File: config.mk
export PLATFORM = sky130hd
export DESIGN_NAME = reg_bank_arbiter
export DESIGN_NICKNAME = d
export VERILOG_FILES = /design/src/rtl/reg_bank_arbiter.sv
export SDC_FILE = /design/constraint.sdc
export NUM_CORES = 1
export LEC_CHECK = 0
export CAP_MARGIN = 10
export CORE_ASPECT_RATIO = 1.4
export CORE_UTILIZATION = 44
export CTS_BUF_LIST = sky130_fd_sc_hd__clkbuf_8
export DETAILED_ROUTE_END_ITERATION = 16
export PLACE_DENSITY = 0.89
export SETUP_SLACK_MARGIN = 0.3
export SLEW_MARGIN = 20
export SYNTH_ARGS = -nofsm -noshare
export SYNTH_HDL_FRONTEND = slang
export SYNTH_SLANG_ARGS = --single-unit
File: constraint.sdc
create_clock -name clk -period 2.6 [get_ports clk]
set_input_delay 0.52 -clock clk [delete_from_list [all_inputs] [get_ports clk]]
set_output_delay 0.52 -clock clk [all_outputs]
set_load 0.02 [all_outputs]
File: src/rtl/reg_bank_arbiter.sv
// Round-robin arbiter sharing one single-port register bank between requesters A and B.
// One transaction in flight; out-of-range addresses are answered with err and never reach the bank.
module reg_bank_arbiter #(
  parameter int DATA_W     = 16,
  parameter int ADDR_W     = 4,
  parameter int NUM_REGS   = 14,
  parameter int RD_LATENCY = 1
) (
  input  logic              clk,
  input  logic              rst,
  input  logic              req_a,
  input  logic              we_a,
  input  logic [ADDR_W-1:0] addr_a,
  input  logic [DATA_W-1:0] wdata_a,
  input  logic              req_b,
  input  logic              we_b,
  input  logic [ADDR_W-1:0] addr_b,
  input  logic [DATA_W-1:0] wdata_b,
  output logic              ack_a,
  output logic              err_a,
  output logic [DATA_W-1:0] rdata_a,
  output logic              ack_b,
  output logic              err_b,
  output logic [DATA_W-1:0] rdata_b,
  output logic              bank_write_en,
  output logic              bank_read_en,
  output logic [ADDR_W-1:0] bank_addr,
  output logic [DATA_W-1:0] bank_data_in,
  input  logic [DATA_W-1:0] bank_data_out,
  output logic              busy
);
  localparam int CNT_W = (RD_LATENCY > 1) ? $clog2(RD_LATENCY) : 1;
  localparam logic [CNT_W-1:0]  CNT_LAST = CNT_W'(RD_LATENCY - 1);
  localparam logic [ADDR_W:0]   ADDR_LIM = (ADDR_W + 1)'(NUM_REGS);

  typedef enum logic [1:0] {IDLE, ISSUE, WAIT, ACK} state_t;

  state_t            state, state_nxt;
  logic              last_grant;   // 0 = A, 1 = B
  logic              side;         // side currently being served
  logic              lat_we, lat_inv;
  logic [ADDR_W-1:0] lat_addr;
  logic [DATA_W-1:0] lat_wdata;
  logic [CNT_W-1:0]  cnt;
  logic              grant_a, grant_b, inv_a, inv_b;

  // On a tie the side that did not win last time gets the bank.
  assign grant_a = req_a & (~req_b | last_grant);
  assign grant_b = req_b & ~grant_a;
  assign inv_a   = {1'b0, addr_a} >= ADDR_LIM;
  assign inv_b   = {1'b0, addr_b} >= ADDR_LIM;

  always_ff @(posedge clk or posedge rst) begin
    if (rst) state <= IDLE;
    else     state <= state_nxt;
  end

  always_comb begin
    state_nxt     = state;
    bank_write_en = 1'b0;
    bank_read_en  = 1'b0;
    ack_a         = 1'b0;
    ack_b         = 1'b0;
    err_a         = 1'b0;
    err_b         = 1'b0;
    case (state)
      IDLE:  if (grant_a | grant_b) state_nxt = ISSUE;
      ISSUE: begin
        bank_write_en = lat_we & ~lat_inv;
        bank_read_en  = ~lat_we & ~lat_inv;
        state_nxt     = (lat_we | lat_inv) ? ACK : WAIT;
      end
      WAIT:  if (cnt == CNT_LAST) state_nxt = ACK;
      ACK: begin
        ack_a     = ~side;
        ack_b     = side;
        err_a     = ~side & lat_inv;
        err_b     = side & lat_inv;
        state_nxt = IDLE;
      end
      default: state_nxt = IDLE;
    endcase
  end

  // Enables are combinational from state so an async reset drops them at once.
  assign busy         = (state != IDLE);
  assign bank_addr    = busy ? lat_addr : '0;
  assign bank_data_in = busy ? lat_wdata : '0;

  always_ff @(posedge clk or posedge rst) begin
    if (rst) begin
      last_grant <= 1'b1;
      side       <= 1'b0;
      lat_we     <= 1'b0;
      lat_inv    <= 1'b0;
      lat_addr   <= '0;
      lat_wdata  <= '0;
      cnt        <= '0;
      rdata_a    <= '0;
      rdata_b    <= '0;
    end else begin
      case (state)
        IDLE: if (grant_a | grant_b) begin
          side       <= grant_b;
          last_grant <= grant_b;
          lat_we     <= grant_b ? we_b    : we_a;
          lat_addr   <= grant_b ? addr_b  : addr_a;
          lat_wdata  <= grant_b ? wdata_b : wdata_a;
          lat_inv    <= grant_b ? inv_b   : inv_a;
        end
        ISSUE: begin
          cnt <= '0;
          if (lat_inv) begin
            if (side) rdata_b <= '0;
            else      rdata_a <= '0;
          end
        end
        WAIT: begin
          cnt <= cnt + 1'b1;
          if (cnt == CNT_LAST) begin
            if (side) rdata_b <= bank_data_out;
            else      rdata_a <= bank_data_out;
          end
        end
        default: ;
      endcase
    end
  end
endmodule
==> results of run 1 <==
==> timing repair <==
action,CTS,global route
endpoints found under the hold margin,0,0
buffers inserted,0,0
resized for setup,28,38
setup endpoints to repair,25,25
==> layout by cell type (no fill, tap or decap), types with 2 or more instances in the layout <==
| cell | instances |
|---|---|
| clkinvlp_4 | 4 |
| nand2_1 | 24 |
| and3_2 | 2 |
| clkbuf_2 | 17 |
| and2_1 | 18 |
| ha_1 | 5 |
| dlymetal6s2s_1 | 2 |
| nor2_1 | 3 |
| mux2_4 | 10 |
| clkdlybuf4s15_1 | 4 |
| mux2i_1 | 22 |
| nor2b_1 | 22 |
| inv_1 | 5 |
| dfrtp_1 | 57 |
| o21ai_0 | 24 |
| buf_12 | 2 |
| buf_4 | 6 |
| clkbuf_8 | 10 |
| mux2_2 | 24 |
| clkdlybuf4s50_1 | 93 |
| dlygate4sd2_1 | 4 |
==> through the flow <==
stage | utilization [%] | area, sq um | total power, mW
2_1_floorplan | - | 2874 | 3.248
3_3_place_gp | 66.93 | 4185 | 4.378
3_5_place_dp | 66.93 | 4185 | 4.464
4_1_cts | 69.73 | 4360 | 5.165
5_1_grt | 68.83 | 4304 | 5.421
6_report | 68.83 | 4304 | 5.067
==> power breakdown <==
group / total [mW] / leakage (nW) / internal (mW) / switching [mW]
clock network: 0.817 / 0.0905 / 0.466 / 0.351
registers: 1.59 / 0.762 / 1.34 / 0.248
logic: 2.66 / 1.19 / 1.28 / 1.37
total: 5.07 / 2.05 / 3.09 / 1.97
==> critical path: cells and delay by family, from the launching register on <==
kind          cells  cell delay, ns
buf+inv           3            0.60
flops             1            0.42
fa+ha+maj         1            0.21
simple gates      1            0.13
==> how the worst max path moves through the flow <==
stage | startpoint | end | slack, ns | depth (start not counted)
after floorplan | rst | cnt | 0.63 | 1
after global placement | state[0] | bank_addr[2] | 0.42 | 5
after detailed placement | state[0] | bank_addr[2] | 0.37 | 5
after CTS | state[0] | bank_addr[2] | 0.28 | 5
after global routing | state[0] | bank_addr[0] | 0.26 | 5
final | state[0] | bank_addr[0] | 0.40 | 5
==> sequential cells by signal, summed over array words and instances (netlist names) <==
signal,count
lat_wdata,16
rdata_a,16
rdata_b,16
lat_addr,4
state,2
cnt,1
last_grant,1
lat_inv,1
lat_we,1
side,1
==> final cells by class <==
class	instances	area, sq um	share of cell area [%]
Clock buffer	10	137.6	3.198
Tap cell	72	90.09	2.093
Inverter	6	22.52	0.5233
Clock inverter	6	65.06	1.512
Timing Repair Buffer	128	1201	27.91
Sequential cell	59	1479	34.36
Multi-Input combinational cell	166	1309	30.41
==> cells by family (layout without fill, tap and decap cells) <==
family          count (synthesis)  in the layout  share of synthesized area, %
buf+inv                        20            150                         3.831
mux                            56             56                         22.29
fa+ha+maj                       5              5                         2.177
flops                          59             59                         51.41
simple gates                   72             72                         13.50
compound gates                 33             33                         6.792
==> metal layers <==
| metal | part of all wire, % | up-vias |
|---|---|---|
| met5 | 0 | - |
| met4 | 1.4 | 0 |
| met3 | 5.0 | 6 |
| met2 | 54 | 78 |
| met1 | 40 | 1079 |
| li1 | - | 1076 |
==> metrics.txt, run 1 <==
share of post-route cells with drive strength above 1=22.40%; Max Cap Viol=0; hold path endpoint=lat_wdata[7]; Synth Net Count=312; worst slack, placed=0.3728 ns; Post-Route WL=6.513 mm; Finished Layout Cells=447; peak supply drop=between 0.5 and 0.6 mV; Synth top area share=50.50%; status=completed; via count=2239; max-slew violations=0; Routed WL per cell=14.57 um; CP Capture Type=primary output; Yosys reg bits=59; clock buffer count from CTS=9; post-route setup TNS=0 ns; GRT overflow=0; nets=437; fill count=a little over 500; gr busiest metal=met2; CP max stage cell=dfrtp_2; worst-path fanout max=13; worst slew pin tran=0.3578 ns; FF-to-FF setup slack=0.50 ns; Port Buffers=120; relative slew slack=76.06%; Peak Freq=~0.45 GHz; CTS tree=yes; Die W=approximately 70 um; met1 Track Usage GR=24.17%; post-synth top area cell=dfrtp_1; first-pass GRT wire length=between 10 and 15 mm; final hold slack=0.4760 ns; post-route ant nets=0; post-synth cell types=29; root buf cell=clkbuf_8; CTS Buffer Depth=2; top-count cell post-synth=dfrtp_1; Initial Util=45.96%; Post-CTS Hold Buffers=0; PwrDens=roughly 1200 nW/um^2; DP HPWL=4.861 mm; via density per instance=approximately 5; vias in the first global route=2322; clk_lat worst skew=0.33 ns; drt drc=0; GPL Wtd Cong=0.7380; period utilisation layout=84.70%; synth top area cells=dfrtp_1, mux2_2, mux2i_1; die area=6864 sq um; GR Util met2=35.90%; area grow syn2layout=49.76%; HP Class=reg2reg; Top FF cell, synth=dfrtp_1; delay of the slowest critical-path stage=0.42 ns; RSZ-0062 raised after global routing=yes; pin count of the biggest net entering global routing=60; CTS clk-pin slew, worst paths=about 0.070 ns; Hold Fails Final Rpt=0; CP Launch Type=flip-flop; number of I/O pins=121; CP arrival=1.68 ns; initial antenna violation count=0; total track usage=20.62%; placed cells=around 430; WHS Path Cells=2; final setup violating endpoints=0; met3 Usage GRT=about 5%; Mapped Area=2874 sq um; Tmin final=2.202 ns; Syn Area/Cell=11.73 sq um; FFs w/ async S/R, synth=between 90% and 100%; Core ar.=about 6300 sq um; worst-path cell chain=inv_1, ha_1, buf_4, nor2b_1, clkdlybuf4s15_1; clock sinks=59; row cnt=34; PnR worst setup slack=0.3977 ns; Syn Inst Count=245; Required @ worst endpoint=2.08 ns; Post-synth EDFFs=0; worst r2r path cells=7; ant diodes=0; Iter 0 DRT Violations=49; clock skew=about 0.0096 ns; Leak Pwr=2.046 nW; deepest level of the CTS H-tree=3; DRT Pass-1 Iters=4; Critical R2R Capture=rdata_b[12]; synth cell count leaders=dfrtp_1, mux2_2, nand2_1, o21ai_0; register area share after synthesis=51.41%; r2r startpoint=state[0]; critical hold path startpoint=lat_wdata[7]; Die Height=97.63 um; warnings from Yosys=0; Crit Path Class=reg2out
Note: power is estimated with default switching activity, not from simulation.
==> run 2, diff against run 1 <==
clock period = 2.2 ns   (was 2.6 ns; I/O delays follow)
==> run 2 against run 1 <==
Net effect: non-clock buffer count is 18 higher; core utilization is 5.1 points higher; register-to-register slack worse by 0.37 ns; design area rose by 7.4%; die area is the same; critical path depth is 3 higher; final cell count up 4.0%; critical endpoint is now rdata_a[3]; highest routed layer unchanged.
==> metrics.txt, run 2 (synthesized netlist as in run 1, its figures left out) <==
status=completed; clock buffer count from CTS=9; die area=6864 sq um; Die Height=around 98 um; Initial Util=a little under half; Tmin final=2.070 ns; DP HPWL=between 5 and 6 mm; clk_lat worst skew=0.33 ns; Top delay family on crit path=buffers and inverters; Peak Freq=0.4831 GHz; nets=455; CTS tree=yes; RSZ-0062 raised after global routing=yes; Critical R2R Capture=rdata_a[3]; Max Cap Viol=0; clock sinks=59; post-route setup TNS=0 ns; Core ar.=6254 sq um; Routed WL per cell=17.87 um; CP Launch Type=flip-flop; commonest non-fill, non-tap cell in the layout=clkdlybuf4s50_1; post-route ant nets=0; total track usage=between 20 and 25%; ant diodes=0; Post-Route WL=8.311 mm; CTS clk-pin slew, worst paths=0.07 ns; largest registers=lat_wdata (16), rdata_a (16), rdata_b (16); FF-to-FF setup slack=about 0.13 ns; initial antenna violation count=0; CP Capture Type=flip-flop; HP Class=in2async; Leak Pwr=2.156 nW; delay of the slowest critical-path stage=0.42 ns; placed cells=~430; CP Depth=8; PwrDens=1454 nW/um^2; via density per instance=approximately 5.2; via count=2417; Hold Fails Final Rpt=0; r2r startpoint=state[1]; row cnt=34; relative slew slack=73.10%; Port Buffers=120; worst r2r path cells=8; Iter 0 DRT Violations=144; Finished Layout Cells=465; peak supply drop=0.6699 mV; worst-path cell chain=inv_2, ha_4, nor2b_4, o31a_1, buf_4, o22ai_4, clkbuf_16, mux2_2; GPL Wtd Cong=0.7574; post-layout util=73.91%; Die W=70.31 um; CP max stage cell=dfrtp_1; max-slew violations=0; Crit Path Class=reg2reg; Required @ worst endpoint=2.41 ns; worst slew pin tran=just over 0.4 ns; final setup violating endpoints=0; vias in the first global route=between 2000 and 2500; Crit path buffers/inverters=3; worst-path fanout max=8; number of I/O pins=between 100 and 150; pin count of the biggest net entering global routing=33; commonest cells after routing, fill and taps aside=clkdlybuf4s50_1, dfrtp_1, buf_4, nand2_1, o21ai_0; GRT overflow=0; first-pass GRT wire length=approximately 12 mm; period utilisation layout=94.10%; root buf cell=clkbuf_8; deepest level of the CTS H-tree=3; share of post-route cells with drive strength above 1=a little under a third; total chip power=6.719 mW; clock skew=roughly 0.01 ns; area grow syn2layout=60.82%; CP arrival=2.28 ns; drt drc=0; CTS Buffer Depth=2; DRT Pass-1 Iters=5
==> run 2: metrics by stage <==
step | hold WS (ns) | setup WS (ns) | instance area, sq um
after floorplan | 0.4422 | 0.2995 | 2907
after global placement | 0.4561 | 0.1540 | 4253
after detailed placement | 0.4635 | 0.06990 | 4253
after CTS | 0.4611 | 0.2162 | 4449
after global routing | 0.4933 | 0.08812 | 4622
final | 0.4727 | 0.1298 | 4622
==> run 2: worst register-to-register path: cells and delay by family (launching register included) <==
kind,cells,cell delay [ns]
AOI/OAI and AO/OA,2,0.45
adders and majority gates,1,0.16
buffers and inverters,3,0.45
DFF,1,0.42
muxes,1,0.34
and+or+nand+nor,1,0.12
==> run 2: power by group <==
part | internal, mW | leakage [nW] | total [mW] | switching [mW]
clock network | 0.403 | 0.0864 | 0.849 | 0.446
registers | 1.59 | 0.762 | 1.94 | 0.348
logic | 2.03 | 1.31 | 3.93 | 1.90
==> run 2: repair_timing <==
action | 4_1_cts | 5_1_grt
buffers inserted | 7 | 5
resized for setup | 128 | 34
pin swaps | 4 | 1
hold buffers | 0 | 0
cloned | 2 | 1
setup endpoints to repair | 59 | 59
==> run 2: how the worst max path moves through the flow <==
stage,end,startpoint,slack [ns]
6_report,rdata_a[3],state[1],0.13
5_1_grt,rdata_a[4],state[1],0.09
4_1_cts,rdata_a[3],state[1],0.22
3_5_place_dp,rdata_b[9],state[0],0.07
3_3_place_gp,rdata_b[11],state[0],0.15
2_1_floorplan,rdata_b[0],state[0],0.30
==> run 2: cell type report <==
cell class	count	area, sq um
well taps	72	90.09
clock buffers	9	123.9
inverters	6	26.28
repair buffers	146	1434
flip-flops and latches	59	1479
multi-input cells	166	1423
clock inverters	7	46.29
fillers	406	1632
==> run 2: per-layer routing <==
metal	up-vias	global-route usage [%]	part of all wire, %
met3	18	3.838	4.8
met2	96	42.78	57
met4	0	9.385	2.1
met5	-	0	0
li1	1119	-	-
met1	1184	24.59	36
